`config.mk`:
```
export PLATFORM = sky130hd
export DESIGN_NAME = debounce_bank
export DESIGN_NICKNAME = d
export VERILOG_FILES = /design/src/rtl/debounce_bank.sv
export SDC_FILE = /design/constraint.sdc
export NUM_CORES = 1
export LEC_CHECK = 0
export CAP_MARGIN = 30
export CORE_MARGIN = 4
export CORE_UTILIZATION = 58
export CTS_BUF_LIST = sky130_fd_sc_hd__clkbuf_4 sky130_fd_sc_hd__clkbuf_8
export CTS_CLUSTER_SIZE = 16
export DETAILED_ROUTE_END_ITERATION = 8
export GPL_TIMING_DRIVEN = 1
export PLACE_DENSITY = 0.79
export SETUP_SLACK_MARGIN = 0.02
export SLEW_MARGIN = 20
export SYNTH_ARGS = -nofsm -noshare
export SYNTH_HDL_FRONTEND = slang
export SYNTH_SLANG_ARGS = --single-unit
```
`constraint.sdc`:
```
create_clock -name clk_in -period 1.8 [get_ports clk_in]
set_input_delay 0.27 -clock clk_in [delete_from_list [all_inputs] [get_ports clk_in]]
set_output_delay 0.27 -clock clk_in [all_outputs]
set_load 0.1 [all_outputs]
```
`src/rtl/debounce_bank.sv`:
```
// debounce_bank: per-channel synchroniser, stable-count debounce, edge strobes and hold-to-repeat press strobe
module debounce_bank #(
  parameter int N_CH          = 5,
  parameter int SYNC_STAGES   = 2,
  parameter int STABLE_CYCLES = 1_000_000,
  parameter int REPEAT_DELAY  = 32_500_000,
  parameter int REPEAT_PERIOD = 6_500_000
) (
  input  logic            clk_in,
  input  logic            rst_in,
  input  logic [N_CH-1:0] noisy_in,
  input  logic [N_CH-1:0] repeat_en,
  output logic [N_CH-1:0] clean_out,
  output logic [N_CH-1:0] rise_out,
  output logic [N_CH-1:0] fall_out,
  output logic [N_CH-1:0] press_out
);
  localparam int CW   = $clog2(STABLE_CYCLES + 1);
  localparam int RMAX = REPEAT_DELAY > REPEAT_PERIOD ? REPEAT_DELAY : REPEAT_PERIOD;
  localparam int RW   = $clog2(RMAX + 1);
  typedef enum logic [1:0] {S_IDLE, S_WAIT, S_RPT} rpt_e;
  for (genvar g = 0; g < N_CH; g++) begin : g_ch
    logic [SYNC_STAGES-1:0] sync_q, sync_d;
    logic [CW-1:0] cnt_q, cnt_d;
    logic [RW-1:0] rcnt_q, rcnt_d;
    rpt_e st_q, st_d;
    logic clean_q, clean_d, rise_q, rise_d, fall_q, fall_d, press_q, press_d;
    logic s, done, stop, hit;
    // next-state for synchroniser, debounce counter, edge strobes and repeat timer
    always_comb begin
      sync_d  = {sync_q[SYNC_STAGES-2:0], noisy_in[g]};
      s       = sync_q[SYNC_STAGES-1];
      done    = (s != clean_q) && (cnt_q == CW'(STABLE_CYCLES - 1));
      cnt_d   = (s == clean_q || done) ? '0 : cnt_q + CW'(1);
      clean_d = done ? s : clean_q;
      rise_d  = done & s;
      fall_d  = done & ~s;
      stop    = fall_d | ~repeat_en[g];
      hit     = (st_q == S_WAIT && rcnt_q == RW'(REPEAT_DELAY - 1)) ||
                (st_q == S_RPT && rcnt_q == RW'(REPEAT_PERIOD - 1));
      st_d    = stop ? S_IDLE : st_q == S_IDLE ? (rise_d ? S_WAIT : S_IDLE) : hit ? S_RPT : st_q;
      rcnt_d  = (stop || st_q == S_IDLE || hit) ? '0 : rcnt_q + RW'(1);
      press_d = rise_d | (~stop & hit);
    end
    // state and registered outputs; reset wins over every update
    always_ff @(posedge clk_in) begin
      if (rst_in) begin
        sync_q  <= '0;
        cnt_q   <= '0;
        rcnt_q  <= '0;
        st_q    <= S_IDLE;
        clean_q <= 1'b0;
        rise_q  <= 1'b0;
        fall_q  <= 1'b0;
        press_q <= 1'b0;
      end else begin
        sync_q  <= sync_d;
        cnt_q   <= cnt_d;
        rcnt_q  <= rcnt_d;
        st_q    <= st_d;
        clean_q <= clean_d;
        rise_q  <= rise_d;
        fall_q  <= fall_d;
        press_q <= press_d;
      end
    end
    assign clean_out[g] = clean_q;
    assign rise_out[g]  = rise_q;
    assign fall_out[g]  = fall_q;
    assign press_out[g] = press_q;
  end
endmodule
```
==> results_dict.tcl <==
set metrics [dict create \
    worst_slack_ps -167 \
    floorplan.die.width_um 149 \
    synth_top_area_share_pct 46.1 \
    max_freq_mhz 508 \
    cpPeakStageDelay_ps 470 \
    hold_depth 2 \
    die_area_um2 22200 \
    timing.rr.start "g_ch[2].rcnt_q[23]$_SDFF_PP0_" \
    worstSetupPathType "flop to flop" \
    p_per_area_nw_per_um2 779 \
    wl_per_cell_um 14.8 \
    vias 9650 \
    hold-worst-slack_ps 278 \
    leakage_nw 5.21 \
    place_ws_ps -79.5 \
    ys.warnings.count 0 \
    globalRoute.totalOverflow 0 \
    syn_avg_cell_area_um2 8.95 \
    drt_wl_total_mm 26.1 \
    antenna_found_initial 0 \
    cts_sinks 265 \
    syn_area_um2 11500 \
    setup_violations 39 \
    reg2reg_to "g_ch[2].rcnt_q[17]$_SDFF_PP0_" \
    p_total_mw 11.5 \
    grt_pass1_vias 9180 \
    async_flop_share_pct 0 \
    cts_buffer_depth 3 \
    synth_top_flop_cell "dfxtp_1" \
    crit_path_start_kind "flop" \
    ys_top_cells_by_area "dfxtp_1 (46%), xor2_1 (11%), nor2_1 (8.6%)" \
    grt_max_degree 26 \
    r2r_cells 7 \
    drtAntennaViolNets 0 \
    port_buffers 31 \
    vias_per_cell 5.47 \
    setup_tns_ps -4040 \
    final_nets 1490 \
    ir_drop_mv 0.522 \
    synth_top_area_cell "dfxtp_1" \
    drtIter0Drc 464 \
    syn_to_final_growth_pct 28.6 \
    n_antenna_cell 0 \
    rows 51 \
    final_area_um2 14800 \
    clkLatencyLatePin_ps 550 \
    syn-num-nets 1309 \
    violations "setup timing" \
    core-area_um2 19500 \
    rsz0062_at_grt "true" \
    crit_slowest_cell "a2111o_1" \
    hold_violations 0 \
    cp_cell_sequence "nor4bb_4 -> nand4b_1 -> a2111o_1 -> nand3b_1 -> buf_12 -> clkbuf_16 -> nor2_2" \
    htree_levels 2 \
    pin_count 32 \
    root_buffer "clkbuf_8" \
    period_minus_slack_ps 1970 \
    nFillCells 1274 \
    worst-r2r-setup-slack_ps -170 \
    grt_use_total_pct 21.2 \
    cts_tree "done" \
    drive_above_1_share_pct 24.9 \
    fin_crit_sh_pct 109 \
    postLayoutCoreUtil_pct 76.1 \
    cts_made_buffers 43 \
    hpwl_mm 16.1 \
    crit_required_ps 2220 \
    globalplace.congestion 0.826 \
    synth.distinct_cells 57 \
    clk_pin_slew_ps 60 \
    holdCritPathClass "primary input to flop" \
    worst_setup_path_end_kind "flop" \
    cp.arrival_ps 2390 \
    start_util_pct 59.2 \
    ys_ff_latch 265 \
    instances_no_fill 1765 \
    clock_skew_ps 19.2 \
    hold_start "noisy_in[2]" \
    hold_buffers 0 \
    place_area_um2 13100 \
    crit_fanout 6 \
    whs_endpoint "g_ch[2].sync_q[0]$_SDFF_PP0_" \
    cap_violations 0 \
    dp_cells 1669 \
    fp.dieH_um 149 \
    dr.pass1.iters 7 \
    synth-edff-count 0 \
    netlist_instances 1287 \
    drcViolationCount 0 \
    slew_violations 0 \
    grt_first_pass_wirelength_mm 40.6 \
    worst_pin_slew_ps 822 \
    ys_seq_area_share_pct 46.1 \
    max_slew_margin_pct 45.2 \
    outcome "finished, violations left" \
]
[metal layers]
layer	vias to the layer above	global-route usage [%]	share of wire [%]
met1	4617	26.9	43
met3	61	3.80	3.9
met5	-	0	0
li1	4777	-	-
met2	195	36.8	50
met4	0	6.82	3.2
[registers in the layout, indices dropped and copies added, names as in the netlist]
| name | flops |
|---|---|
| g_ch.clean_q | 5 |
| g_ch.cnt_q | 100 |
| g_ch.fall_q | 5 |
| g_ch.press_q | 5 |
| g_ch.rcnt_q | 125 |
| g_ch.rise_q | 5 |
| g_ch.st_q | 10 |
| g_ch.sync_q | 10 |
[how the worst max path moves through the flow]
stage	slack, ps	endpoint	start	cells past startpoint
after CTS	-30	g_ch[4].rcnt_q[7]$_SDFF_PP0_	g_ch[4].rcnt_q[1]$_SDFF_PP0_	6
final	-170	g_ch[2].rcnt_q[17]$_SDFF_PP0_	g_ch[2].rcnt_q[23]$_SDFF_PP0_	7
after floorplan	-50	g_ch[0].cnt_q[0]$_SDFF_PP0_	g_ch[0].cnt_q[1]$_SDFF_PP0_	8
after global placement	-50	g_ch[0].rcnt_q[5]$_SDFF_PP0_	repeat_en[0]	6
after detailed placement	-80	g_ch[0].rcnt_q[4]$_SDFF_PP0_	rst_in	6
after global routing	-190	g_ch[2].rcnt_q[24]$_SDFF_PP0_	g_ch[2].rcnt_q[23]$_SDFF_PP0_	7
[cells by family after synthesis]
family,share of synthesized area [%]
and+or+nand+nor,31.2
DFF,46.1
AOI/OAI and AO/OA,2.35
muxes,0.435
adders and majority gates,1.09
xor gates and xnor gates,15.5
buffers and inverters,3.30
[what timing repair did]
action                     CTS  global route
pin swaps                    2            43
gates resized for setup     16           102
cloned                       0             9
buffers inserted             1             9
setup endpoints to repair  106           187
[Yosys cell counts (10+ instances only)]
| cell | count |
|---|---|
| buf_2 | 13 |
| ha_1 | 10 |
| nor3_1 | 28 |
| nand4_1 | 75 |
| and2_1 | 13 |
| nand3_1 | 87 |
| nand2_1 | 73 |
| nor2_1 | 265 |
| and4_1 | 22 |
| xnor2_1 | 62 |
| nor4bb_1 | 10 |
| nand2b_1 | 11 |
| dfxtp_1 | 265 |
| a21oi_1 | 10 |
| nor2b_1 | 12 |
| inv_1 | 22 |
| nor4_1 | 13 |
| xor2_1 | 142 |
| nor4b_1 | 11 |
| and3_1 | 33 |
| buf_4 | 22 |
[worst max-delay path, delay by kind of cell, from the launching register on]
kind | cells | cell delay [ps]
flip-flops | 1 | 370
AO/OA/AOI/OAI | 1 | 470
AND/OR/NAND/NOR | 4 | 700
buffers and inverters | 2 | 300
[power by group]
group	internal, mW	leakage (nW)	switching, mW
Sequential	5.87	2.15	0.00864
Clock	3.18	0.507	2.34
Combinational	0.0582	2.55	0.0665
Total	9.11	5.21	2.42
[final cells by class]
class                      count  area, um2  share of cell area, %
inverter                      22       82.6                  0.558
clock inverter                11       80.1                  0.541
clock buffer                  66        858                   5.80
tap                          265        332                   2.24
sequential                   265       5360                   36.2
timing repair buffer         179       1630                   11.0
multi-input combinational    957       6460                   43.7
[layout by cell type, fill, tap and decap left out, drive strengths merged, types with 13 or more instances in the layout]
master,netlist,layout
inv,22,22
xor2,142,142
nor3,31,31
buf,38,164
clkbuf,9,70
nand4,76,76
nand3,88,88
nand2,74,77
xnor2,62,62
and4,22,22
dfxtp,265,265
nor2,265,265
nor4,14,14
and3,33,33
and2,13,13
Power figures use the tool's default switching activity.
==> RTL edit 1, RTL diff (config.mk and constraints unchanged) <==
The 3 values of `rpt_e` get a one-hot encoding in 3 bits.
--- a/src/rtl/debounce_bank.sv
+++ b/src/rtl/debounce_bank.sv
@@ -18,7 +18,7 @@
   localparam int CW   = $clog2(STABLE_CYCLES + 1);
   localparam int RMAX = REPEAT_DELAY > REPEAT_PERIOD ? REPEAT_DELAY : REPEAT_PERIOD;
   localparam int RW   = $clog2(RMAX + 1);
-  typedef enum logic [1:0] {S_IDLE, S_WAIT, S_RPT} rpt_e;
+  typedef enum logic [2:0] {S_IDLE = 3'b001, S_WAIT = 3'b010, S_RPT = 3'b100} rpt_e;
   for (genvar g = 0; g < N_CH; g++) begin : g_ch
     logic [SYNC_STAGES-1:0] sync_q, sync_d;
     logic [CW-1:0] cnt_q, cnt_d;
Behaviour: same outputs for any inputs over 10 cycles, from zero or initial values and one cycle with rst_in high; not proved beyond that.
==> RTL edit 1 against the original RTL <==
- the run still ends with negative setup slack left
- setup slack gained 110 ps
- largest cell class unchanged
- synthesized area increased by 6.4%
- largest power group is now the clock network
- sequential cell count is 5 higher
- wire length rose by 14%
- total power up 11%
- critical path type unchanged
- die area is 6.1% higher
- sequential power grew 2%
- design area grew 8.2%
==> RTL edit 1: results (changes against the original RTL) <==
| Metric | Value |
|---|---|
| Run status | complete, but fails checks |
| Violations in the final reports | negative setup slack |
| Tightest Pin Transition | 539 ps (-284 ps) |
| Main area contributors after synthesis | sky130_fd_sc_hd__dfxtp_1, sky130_fd_sc_hd__xor2_1, sky130_fd_sc_hd__nor2_1, sky130_fd_sc_hd__xnor2_1, sky130_fd_sc_hd__nand3_1 |
| Number of different library cells in the post-synthesis netlist | 67 (+18%) |
| Share of synthesized area spent on multiplexers | 0.163% (-0.27 points) |
| Hold endpoint | g_ch[3].sync_q[0] |
| Placed Cells | 1789 (+7.2%) |
| Slack of the critical path | -56.9 ps (+110 ps) |
| Number of nets in the synthesized netlist | 1397 (+6.7%) |
| Met2 track utilization from global routing | 40.3% (+3.5 points) |
| Hold_ws | 279 ps (+1.38 ps) |
| Met1 track demand over resource in global routing | 28.3% (+1.4 points) |
| Xor/xnor cell area share of the yosys netlist | 14.6% (-0.94 points) |
| Cell Count, Final, Fillers Out | 1894 (+7.3%) |
| Proportion of layout cells with a drive suffix above 1 | 28.7% (+3.8 points) |
| Net count reported at finish | 1611 (+8.1%) |
| Setup skew after layout | 20.2 ps (+0.963 ps) |
| Launch instance of the worst min-delay path | noisy_in[3] |
| Part of the Yosys area used for sequential elements | 44.1% (-2.0 points) |
| Reported leakage power | 5.77 nW (+11%) |
| First-pass GRT wire length | 47100 um (+16%) |
| Setup violators final | 56 (+44%) |
| Vias in the first global route | 10400 (+13%) |
| Synthesized-area fraction occupied by ao, oa, aoi and oai cells | 2.77% (+0.42 points) |
| Data arrival time of the critical path | 2280 ps (-110 ps) |
[RTL edit 1: stage by stage]
| stage | utilization (%) | TNS [ps] |
|---|---|---|
| 2_1_floorplan | - | -6.88 |
| 3_5_place_dp | 68.1 | -9910 |
| 6_report | 78.2 | -1410 |
| 3_3_place_gp | 68.1 | -5350 |
| 4_1_cts | 74.8 | -634 |
| 5_1_grt | 78.2 | -8310 |
[RTL edit 1: metal layers]
layer | vias to the layer above | wire length [um]
li1 | 5172 | -
met1 | 5158 | 12400
met2 | 246 | 15400
met3 | 73 | 1270
met4 | 0 | 741
met5 | - | 0
[RTL edit 1: repair_timing]
action / 4_1_cts / 5_1_grt
endpoints found under the setup margin: 110 / 224
resized for setup: 46 / 130
buffers inserted: 4 / 10
cloned: 3 / 6
pin swaps: 33 / 76
[RTL edit 1: cell type report]
cell class              count  area (um^2)
clock buffers              65          870
clock inverters            17          265
fillers                  1280         4470
inverters                  31          116
multi-input cells        1020         7000
flip-flops and latches    270         5440
well taps                 270          338
repair buffers            221         1990
==> RTL edit 2, RTL diff (same settings) <==
Made on the original files. Set the parameter `STABLE_CYCLES` to 250_000 (it was 1_000_000).
--- a/src/rtl/debounce_bank.sv
+++ b/src/rtl/debounce_bank.sv
@@ -2,7 +2,7 @@
 module debounce_bank #(
   parameter int N_CH          = 5,
   parameter int SYNC_STAGES   = 2,
-  parameter int STABLE_CYCLES = 1_000_000,
+  parameter int STABLE_CYCLES = 250_000,
   parameter int REPEAT_DELAY  = 32_500_000,
   parameter int REPEAT_PERIOD = 6_500_000
 ) (
Check against the original RTL: no difference found for any inputs over 10 cycles, from zero or initial values and one cycle with rst_in high; that may be too few to reach the edited logic, so the function may still have changed.
==> RTL edit 2 against the original RTL <==
- the run still ends with negative setup slack left
- synthesized area is 2.5% lower
- total power is 2.9% lower
- setup slack worse by 52 ps
- critical path depth is 1 lower
- sequential cell count is 10 lower
- first-iteration DRC count is 30% higher
- sequential power is 3.7% lower
- wire length is 4.0% higher
- design area is 0.30% higher
- critical path type unchanged
- critical endpoint is now g_ch[1].st_q[1]
- largest cell class unchanged
==> RTL edit 2: results (changes against the original RTL) <==
| Metric | Value |
|---|---|
| Total track usage | 23.4% (+2.2 points) |
| HPWL Detailed | 16300 um (+1.4%) |
| Number of DRC markers after the initial detailed-route iteration | 601 (+30%) |
| Proportion of layout cells with a drive suffix above 1 | 27.2% (+2.3 points) |
| Post-route setup TNS | -12470 ps (-8430 ps) |
| Run status | complete, but fails checks |
| Registers with the most flip-flops | g_ch.rcnt_q: 125 flops, g_ch.cnt_q: 90 flops |
| Design internal power | 8.86 mW (-2.8%) |
| Part of the Yosys area used for sequential elements | 45.5% (-0.59 points) |
| Net count reported at finish | 1505 (+1.0%) |
| Cts bufs inserted | 41 (-4.7%) |
| Placer's final routability congestion estimate | 0.842 (+2.0%) |
| Slack of the critical path | -219 ps (-52.0 ps) |
| Setup violators final | 85 (+120%) |
| Tightest Pin Transition | 520 ps (-302 ps) |
| Setup skew after layout | 24.4 ps (+5.16 ps) |
| Post-cts resize count | 47 (+31) |
| Synthesized-area fraction occupied by ao, oa, aoi and oai cells | 1.77% (-0.57 points) |
| Cell Count, Final, Fillers Out | 1771 (+0.34%) |
| Number of nets in the synthesized netlist | 1307 (-0.15%) |
| First-pass GRT wire length | 43800 um (+7.9%) |
| Reported leakage power | 4.97 nW (-4.6%) |
| Vias in the first global route | 9730 (+6.0%) |
| Violations in the final reports | negative setup slack |
| Xor/xnor cell area share of the yosys netlist | 15.2% (-0.30 points) |
-- RTL edit 2: cell count changes after synthesis, moves of 10 or more --
cell,delta
sky130_fd_sc_hd__nor2_1,-13
sky130_fd_sc_hd__nor4_1,+14
sky130_fd_sc_hd__dfxtp_1,-10
sky130_fd_sc_hd__nor3_1,+37
sky130_fd_sc_hd__xor2_1,-35
sky130_fd_sc_hd__xnor2_1,+26
sky130_fd_sc_hd__nand4_1,-13
-- RTL edit 2: stage by stage --
step	utilization [%]	hold slack [ps]	setup WS, ps	total power [mW]
floorplan	-	398	-154	5.84
global placement	68.5	418	-203	5.89
detailed placement	68.5	427	-235	5.89
CTS	75.2	156	-190	11.3
global route	78.6	206	-274	11.6
finish	78.6	192	-219	11.2
-- RTL edit 2: cells by family after synthesis --
family,Yosys count
AO/OA/AOI/OAI,30
XOR/XNOR,195
AND/OR/NAND/NOR,717
adder cells (fa/ha/maj),10
flip-flops,255
multiplexers,3
buffers and inverters,75
-- RTL edit 2: routing by layer --
metal,track usage [%],vias to the layer above
met4,9.13,0
met3,3.86,73
li1,-,4791
met5,0,-
met2,40.9,264
met1,29.0,4647
-- RTL edit 2: cell type report --
class | count | area [um^2] | area share, %
Clock buffer | 59 | 762 | 5.13
Tap cell | 260 | 325 | 2.19
Inverter | 27 | 101 | 0.682
Clock inverter | 12 | 138 | 0.927
Sequential cell | 255 | 5140 | 34.6
Timing Repair Buffer | 202 | 1890 | 12.8
Multi-Input combinational cell | 956 | 6490 | 43.7
-- RTL edit 2: power by group through the flow --
stage / Clock, mW / Sequential [mW] / Combinational [mW]
after floorplan: 0 / 5.79 / 0.0492
after global routing: 5.82 / 5.66 / 0.118
after CTS: 5.51 / 5.66 / 0.106
final: 5.42 / 5.66 / 0.109
after detailed placement: 0 / 5.79 / 0.104
after global placement: 0 / 5.79 / 0.102
-- RTL edit 2: final timing paths --
| kind | to | cells past startpoint | startpoint | slack (ps) |
|---|---|---|---|---|
| max | g_ch[1].st_q[1] | 6 | g_ch[1].st_q[1] | -220 |
| min | g_ch[1].clean_q | 2 | rst_in | 190 |
| max reg2reg | g_ch[1].st_q[1] | 6 | g_ch[1].st_q[1] | -220 |
| min reg2reg | g_ch[3].cnt_q[0] | 1 | g_ch[3].cnt_q[0] | 440 |
-- RTL edit 2: critical path, cell delays in order (launching register included) --
cell                      delay [ps]
sky130_fd_sc_hd__dfxtp_1         310
sky130_fd_sc_hd__or4b_1          500
sky130_fd_sc_hd__or4_4           420
sky130_fd_sc_hd__a211o_4         380
sky130_fd_sc_hd__buf_6           130
sky130_fd_sc_hd__nor2_2          100
sky130_fd_sc_hd__o21a_1          120
